**src/rtl/sysid_pkg.sv**
```systemverilog
// Shared types and constants for the system-ID check controller.
package sysid_pkg;

    typedef enum logic [1:0] {
        IDLE  = 2'd0,
        RD_ID = 2'd1,
        RD_TS = 2'd2,
        FIN   = 2'd3
    } sysid_state_e;

    localparam logic SYSID_ADDR_ID = 1'b0;
    localparam logic SYSID_ADDR_TS = 1'b1;

    localparam logic [31:0] SYSID_DEFAULT_ID = 32'd1243933255;
    localparam logic [31:0] SYSID_DEFAULT_TS = 32'd1260450551;

endpackage

```
**src/rtl/sysid_wait_timer.sv**
```systemverilog
// Saturating count of consecutive stalled cycles; flags expiry on the stall
// cycle that would be the TIMEOUT_CYCLES-th in a row.
module sysid_wait_timer #(
    parameter int unsigned TIMEOUT_CYCLES = 1024
) (
    input  logic clk,
    input  logic reset_n,
    input  logic clr_i,
    input  logic stall_i,
    output logic expired_o
);

    localparam int unsigned CW = $clog2(TIMEOUT_CYCLES) + 1;
    localparam logic [CW-1:0] LAST = CW'(TIMEOUT_CYCLES - 1);

    logic [CW-1:0] count_q;
    logic [CW-1:0] count_d;

    always_comb begin
        count_d = count_q;
        if (clr_i) begin
            count_d = '0;
        end else if (stall_i && (count_q != '1)) begin
            count_d = count_q + 1'b1;
        end
    end

    always_ff @(posedge clk or negedge reset_n) begin
        if (!reset_n) begin
            count_q <= '0;
        end else begin
            count_q <= count_d;
        end
    end

    assign expired_o = stall_i && (count_q >= LAST);

endmodule

```
**src/rtl/sysid_check_ctrl.sv**
```systemverilog
// Avalon-MM master that reads the system-ID slave's ID and timestamp words
// and publishes sticky pass/fail/timeout status for boot-time gating.
module sysid_check_ctrl
    import sysid_pkg::*;
#(
    parameter logic [31:0] EXPECTED_ID    = SYSID_DEFAULT_ID,
    parameter logic [31:0] EXPECTED_TS    = SYSID_DEFAULT_TS,
    parameter int unsigned TIMEOUT_CYCLES = 1024,
    parameter int unsigned AUTO_START     = 1
) (
    input  logic        clk,
    input  logic        reset_n,
    input  logic        start,
    output logic        avm_address,
    output logic        avm_read,
    input  logic [31:0] avm_readdata,
    input  logic        avm_waitrequest,
    output logic        busy,
    output logic        done,
    output logic        id_ok,
    output logic        ts_ok,
    output logic        timeout,
    output logic [31:0] id_value,
    output logic [31:0] ts_value
);

    localparam logic AUTO_BIT = (AUTO_START != 0);

    sysid_state_e state_q, state_d;
    logic         auto_q;
    logic         read_q, read_d;
    logic         addr_q, addr_d;
    logic         busy_q, busy_d;
    logic         done_q, done_d;
    logic         id_ok_q, id_ok_d;
    logic         ts_ok_q, ts_ok_d;
    logic         timeout_q, timeout_d;
    logic [31:0]  id_value_q, id_value_d;
    logic [31:0]  ts_value_q, ts_value_d;

    logic reading;
    logic accept;
    logic expired;

    assign reading = (state_q == RD_ID) || (state_q == RD_TS);
    assign accept  = reading && !avm_waitrequest;

    // Counter restarts on every accept, abort and any cycle outside a read.
    sysid_wait_timer #(
        .TIMEOUT_CYCLES (TIMEOUT_CYCLES)
    ) u_wait_timer (
        .clk       (clk),
        .reset_n   (reset_n),
        .clr_i     (!reading || accept || expired),
        .stall_i   (reading && avm_waitrequest),
        .expired_o (expired)
    );

    always_comb begin
        state_d    = state_q;
        read_d     = read_q;
        addr_d     = addr_q;
        busy_d     = busy_q;
        done_d     = done_q;
        id_ok_d    = id_ok_q;
        ts_ok_d    = ts_ok_q;
        timeout_d  = timeout_q;
        id_value_d = id_value_q;
        ts_value_d = ts_value_q;
        case (state_q)
            IDLE: begin
                if (start || auto_q) begin
                    state_d   = RD_ID;
                    read_d    = 1'b1;
                    addr_d    = SYSID_ADDR_ID;
                    busy_d    = 1'b1;
                    done_d    = 1'b0;
                    id_ok_d   = 1'b0;
                    ts_ok_d   = 1'b0;
                    timeout_d = 1'b0;
                end
            end
            RD_ID: begin
                if (expired) begin
                    state_d   = FIN;
                    read_d    = 1'b0;
                    timeout_d = 1'b1;
                end else if (accept) begin
                    state_d    = RD_TS;
                    addr_d     = SYSID_ADDR_TS;
                    id_value_d = avm_readdata;
                    id_ok_d    = (avm_readdata == EXPECTED_ID);
                end
            end
            RD_TS: begin
                if (expired) begin
                    state_d   = FIN;
                    read_d    = 1'b0;
                    timeout_d = 1'b1;
                end else if (accept) begin
                    state_d    = FIN;
                    read_d     = 1'b0;
                    ts_value_d = avm_readdata;
                    ts_ok_d    = (avm_readdata == EXPECTED_TS);
                end
            end
            FIN: begin
                state_d = IDLE;
                done_d  = 1'b1;
                busy_d  = 1'b0;
            end
            default: begin
                state_d = IDLE;
            end
        endcase
    end

    // auto_q arms a single launch on the first clock after reset release.
    always_ff @(posedge clk or negedge reset_n) begin
        if (!reset_n) begin
            state_q    <= IDLE;
            auto_q     <= AUTO_BIT;
            read_q     <= 1'b0;
            addr_q     <= 1'b0;
            busy_q     <= 1'b0;
            done_q     <= 1'b0;
            id_ok_q    <= 1'b0;
            ts_ok_q    <= 1'b0;
            timeout_q  <= 1'b0;
            id_value_q <= '0;
            ts_value_q <= '0;
        end else begin
            state_q    <= state_d;
            auto_q     <= 1'b0;
            read_q     <= read_d;
            addr_q     <= addr_d;
            busy_q     <= busy_d;
            done_q     <= done_d;
            id_ok_q    <= id_ok_d;
            ts_ok_q    <= ts_ok_d;
            timeout_q  <= timeout_d;
            id_value_q <= id_value_d;
            ts_value_q <= ts_value_d;
        end
    end

    assign avm_read    = read_q;
    assign avm_address = addr_q;
    assign busy        = busy_q;
    assign done        = done_q;
    assign id_ok       = id_ok_q;
    assign ts_ok       = ts_ok_q;
    assign timeout     = timeout_q;
    assign id_value    = id_value_q;
    assign ts_value    = ts_value_q;

endmodule
```
**config.mk**
```make
export PLATFORM = sky130hd
export DESIGN_NAME = sysid_check_ctrl
export DESIGN_NICKNAME = d
export VERILOG_FILES = /design/src/rtl/sysid_pkg.sv /design/src/rtl/sysid_wait_timer.sv /design/src/rtl/sysid_check_ctrl.sv
export SDC_FILE = /design/constraint.sdc
export NUM_CORES = 1
export LEC_CHECK = 0
export CAP_MARGIN = 15
export CORE_MARGIN = 3
export CORE_UTILIZATION = 42
export CTS_CLUSTER_DIAMETER = 150
export CTS_CLUSTER_SIZE = 28
export DETAILED_ROUTE_END_ITERATION = 6
export PLACE_DENSITY = 0.75
export SETUP_SLACK_MARGIN = 0.5
export SYNTH_ARGS = -nofsm -noshare
export SYNTH_HDL_FRONTEND = slang
export SYNTH_SLANG_ARGS = --single-unit
```
**constraint.sdc**
```tcl
create_clock -name clk -period 2.5 [get_ports clk]
set_clock_uncertainty 0.1 [all_clocks]
set_input_delay 0.625 -clock clk [delete_from_list [all_inputs] [get_ports clk]]
set_output_delay 0.625 -clock clk [all_outputs]
set_load 0.1 [all_outputs]
```
==> reports/results.tsv <==
metric	value	unit
Final Setup Violations	0	
Crit Reg-Reg Startpoint	state_q[0]$_DFFE_PN0P_	
CTS Buf Count	9	
fmax	0.4693	GHz
worst setup path end	id_ok$_DFFE_PN0P_	
largest net degree at the start of global routing	45	
Crit path depth	6	
cell with the most instances after synthesis	dfrtp_1	
max-cap violations	0	
Hold Fails Final Rpt	0	
WP data arrival	2.30	ns
worst skew pair latency	0.35	ns
Die Y-Extent	98.16	um
fin. max-slew vios	0	
Post-synth EDFFs	0	
Worst Tran Pin Value	0.5330	ns
CP Cell Sequence	inv_2, ha_4, nor3b_4, or4b_1, or4_4, o31ai_2	
Nets	432	
DRC viols	0	
largest area contributor in the netlist	dfrtp_1	
CTS tree	yes	
final wirelength	8.123	mm
area of placed instances	4717	um2
CP max stage cell	or4_4	
warnings from Yosys	0	
Setup crit start	state_q[0]$_DFFE_PN0P_	
top cells by count, synth	dfrtp_1 (84), mux2_1 (61), nor2_1 (17)	
Die Span X	98.16	um
via count	2529	
register-to-register setup slack	0.37	ns
dpl hpwl	6.031	mm
Final Worst Setup Slack	0.3692	ns
Post-Synthesis Cells	257	
Port Buf Inserts	106	
total I/O pin count	107	
CP Buf/Inv Count	1	
global-route usage over all layers	0.1706	
worst hold path type	in2async	
Placer Congestion	0.7760	
global-route wire length before repair	13.21	mm
synthesized area	3567	um2
Slew headroom	0.6447	
clk sinks	85	
FF-to-FF path depth	6	
critical path fanouts, max	2	
largest delay contributor family on the critical path	simple AND/OR/NAND/NOR gates	
RSZ-0062 raised after global routing	yes	
Critical Path Max Stage Delay	0.54	ns
Rows	32	
Routed Antenna Nets	0	
vias in the first global route	2646	
Clock Path Buffers	2	
starting density of the core	0.4477	
post-synth top area share	0.5893	
FFs w/ async S/R, synth	1.000	
ranking of synthesized cells by area	dfrtp_1 (59%), mux2_1 (19%), ha_1 (2.1%)	
Top FF cell, synth	dfrtp_1	
Die ar.	9635	um2
First-pass DRT Iterations	4	
H-Tree Level Count	3	
Total Neg Setup Slack	0	ns
final instance area	4974	um2
cts hold-fix bufs	0	
Tmin final	2.131	ns
Avg WL per Cell	16.31	um
nature of the critical path startpoint	register	
clk slew on worst S/H paths	0.09	ns
type of the worst setup path	reg2reg	
CP required	2.67	ns
initial antenna violation count	1	
CTS root buf	clkbuf_8	
fin crit share	0.8523	
Area Growth Syn to Fin	39.42	%
status	finished, final reports clean	
Congestion Overflow GR	0	
final hold slack	0.1414	ns
starting DRC count in detailed routing	42	
Synth Register Bits	85	
share of the yosys chip area belonging to registers	0.5966	
Worst R2R End	id_ok$_DFFE_PN0P_	
Mapped Avg Cell Area	13.88	um2
layout cells sized above 1	0.3316	
CP endpoint kind	register	
Synth cell types	46	
vias per cell	5.078	
pre-CTS setup slack	-0.07486	ns
Core ar.	7968	um2
layer usage:
layer,up-vias,global-route usage,part of all wire
met3,13,0.04357,0.056
met1,1256,0.2116,0.42
met4,0,0.06513,0.023
met5,-,0,0
met2,68,0.2874,0.50
li1,1192,-,-
flip-flops by register name (all words and copies together) (netlist names):
name and count:
id_value 32, ts_value 32, u_wait_timer.count_q 11, state_q 2
auto_q 1, avm_address 1, avm_read 1, busy 1
done 1, id_ok 1, timeout 1, ts_ok 1
through the flow:
stage          utilization  cells
2_1_floorplan            -    258
3_3_place_gp        0.5920    476
3_5_place_dp        0.5920    476
4_1_cts             0.6215    496
5_1_grt             0.6242    498
6_report            0.6242    498
worst min-delay path by stage:
stage                                         from                        to  cells after the start
after floorplan                            reset_n   avm_address$_DFFE_PN0P_                      0
after global placement    id_value[21]$_DFFE_PN0P_  id_value[21]$_DFFE_PN0P_                      1
after detailed placement  ts_value[29]$_DFFE_PN0P_  ts_value[29]$_DFFE_PN0P_                      1
after CTS                                  reset_n   id_value[8]$_DFFE_PN0P_                      1
after global routing                       reset_n   id_value[6]$_DFFE_PN0P_                      1
final                                      reset_n   ts_value[7]$_DFFE_PN0P_                      1
cell usage in the layout (no fill, tap or decap), types with 2 or more instances in the layout:
master           instances
and4_1                   2
nand3_1                  4
clkdlybuf4s50_1         29
clkbuf_8                10
nor2_1                  17
mux2_2                   3
nand2_1                  5
buf_4                   94
xnor2_1                  3
ha_1                     5
o21ai_0                  5
inv_2                    2
nand3b_1                 4
buf_12                   3
conb_1                   2
xor2_1                   4
mux2_1                  61
inv_6                    4
dlygate4sd2_1            5
inv_1                    5
dfrtp_1                 83
a21boi_0                 2
a21oi_1                  8
nand4_1                  3
final cells by class:
class / instances / area (um2)
Sequential cell: 85 / 2130
Inverter: 7 / 26.28
Multi-Input combinational cell: 156 / 1399
Tap cell: 102 / 127.6
Clock inverter: 6 / 51.30
Clock buffer: 10 / 137.6
Antenna cell: 1 / 2.502
Fill cell: 604 / 2994
Timing Repair Buffer: 131 / 1100
timing repair:
action                     4_1_cts  5_1_grt
setup endpoints to repair        2       13
hold endpoints to repair         0        0
gates resized for setup          9        3
buffers inserted                 4        1
pin swaps                        4        1
logic make-up after synthesis:
kind of cell / Yosys count / share of synthesized area
DFF: 85 / 0.5966
xor gates and xnor gates: 7 / 0.01719
muxes: 64 / 0.2020
and+or+nand+nor: 50 / 0.08419
adders and majority gates: 6 / 0.02104
buffers and inverters: 17 / 0.02561
other: 1 / 0.001051
AOI/OAI and AO/OA: 27 / 0.05227
Power is not shown: default switching activity piles up to over one toggle a cycle in this logic, so the estimate is an artifact.
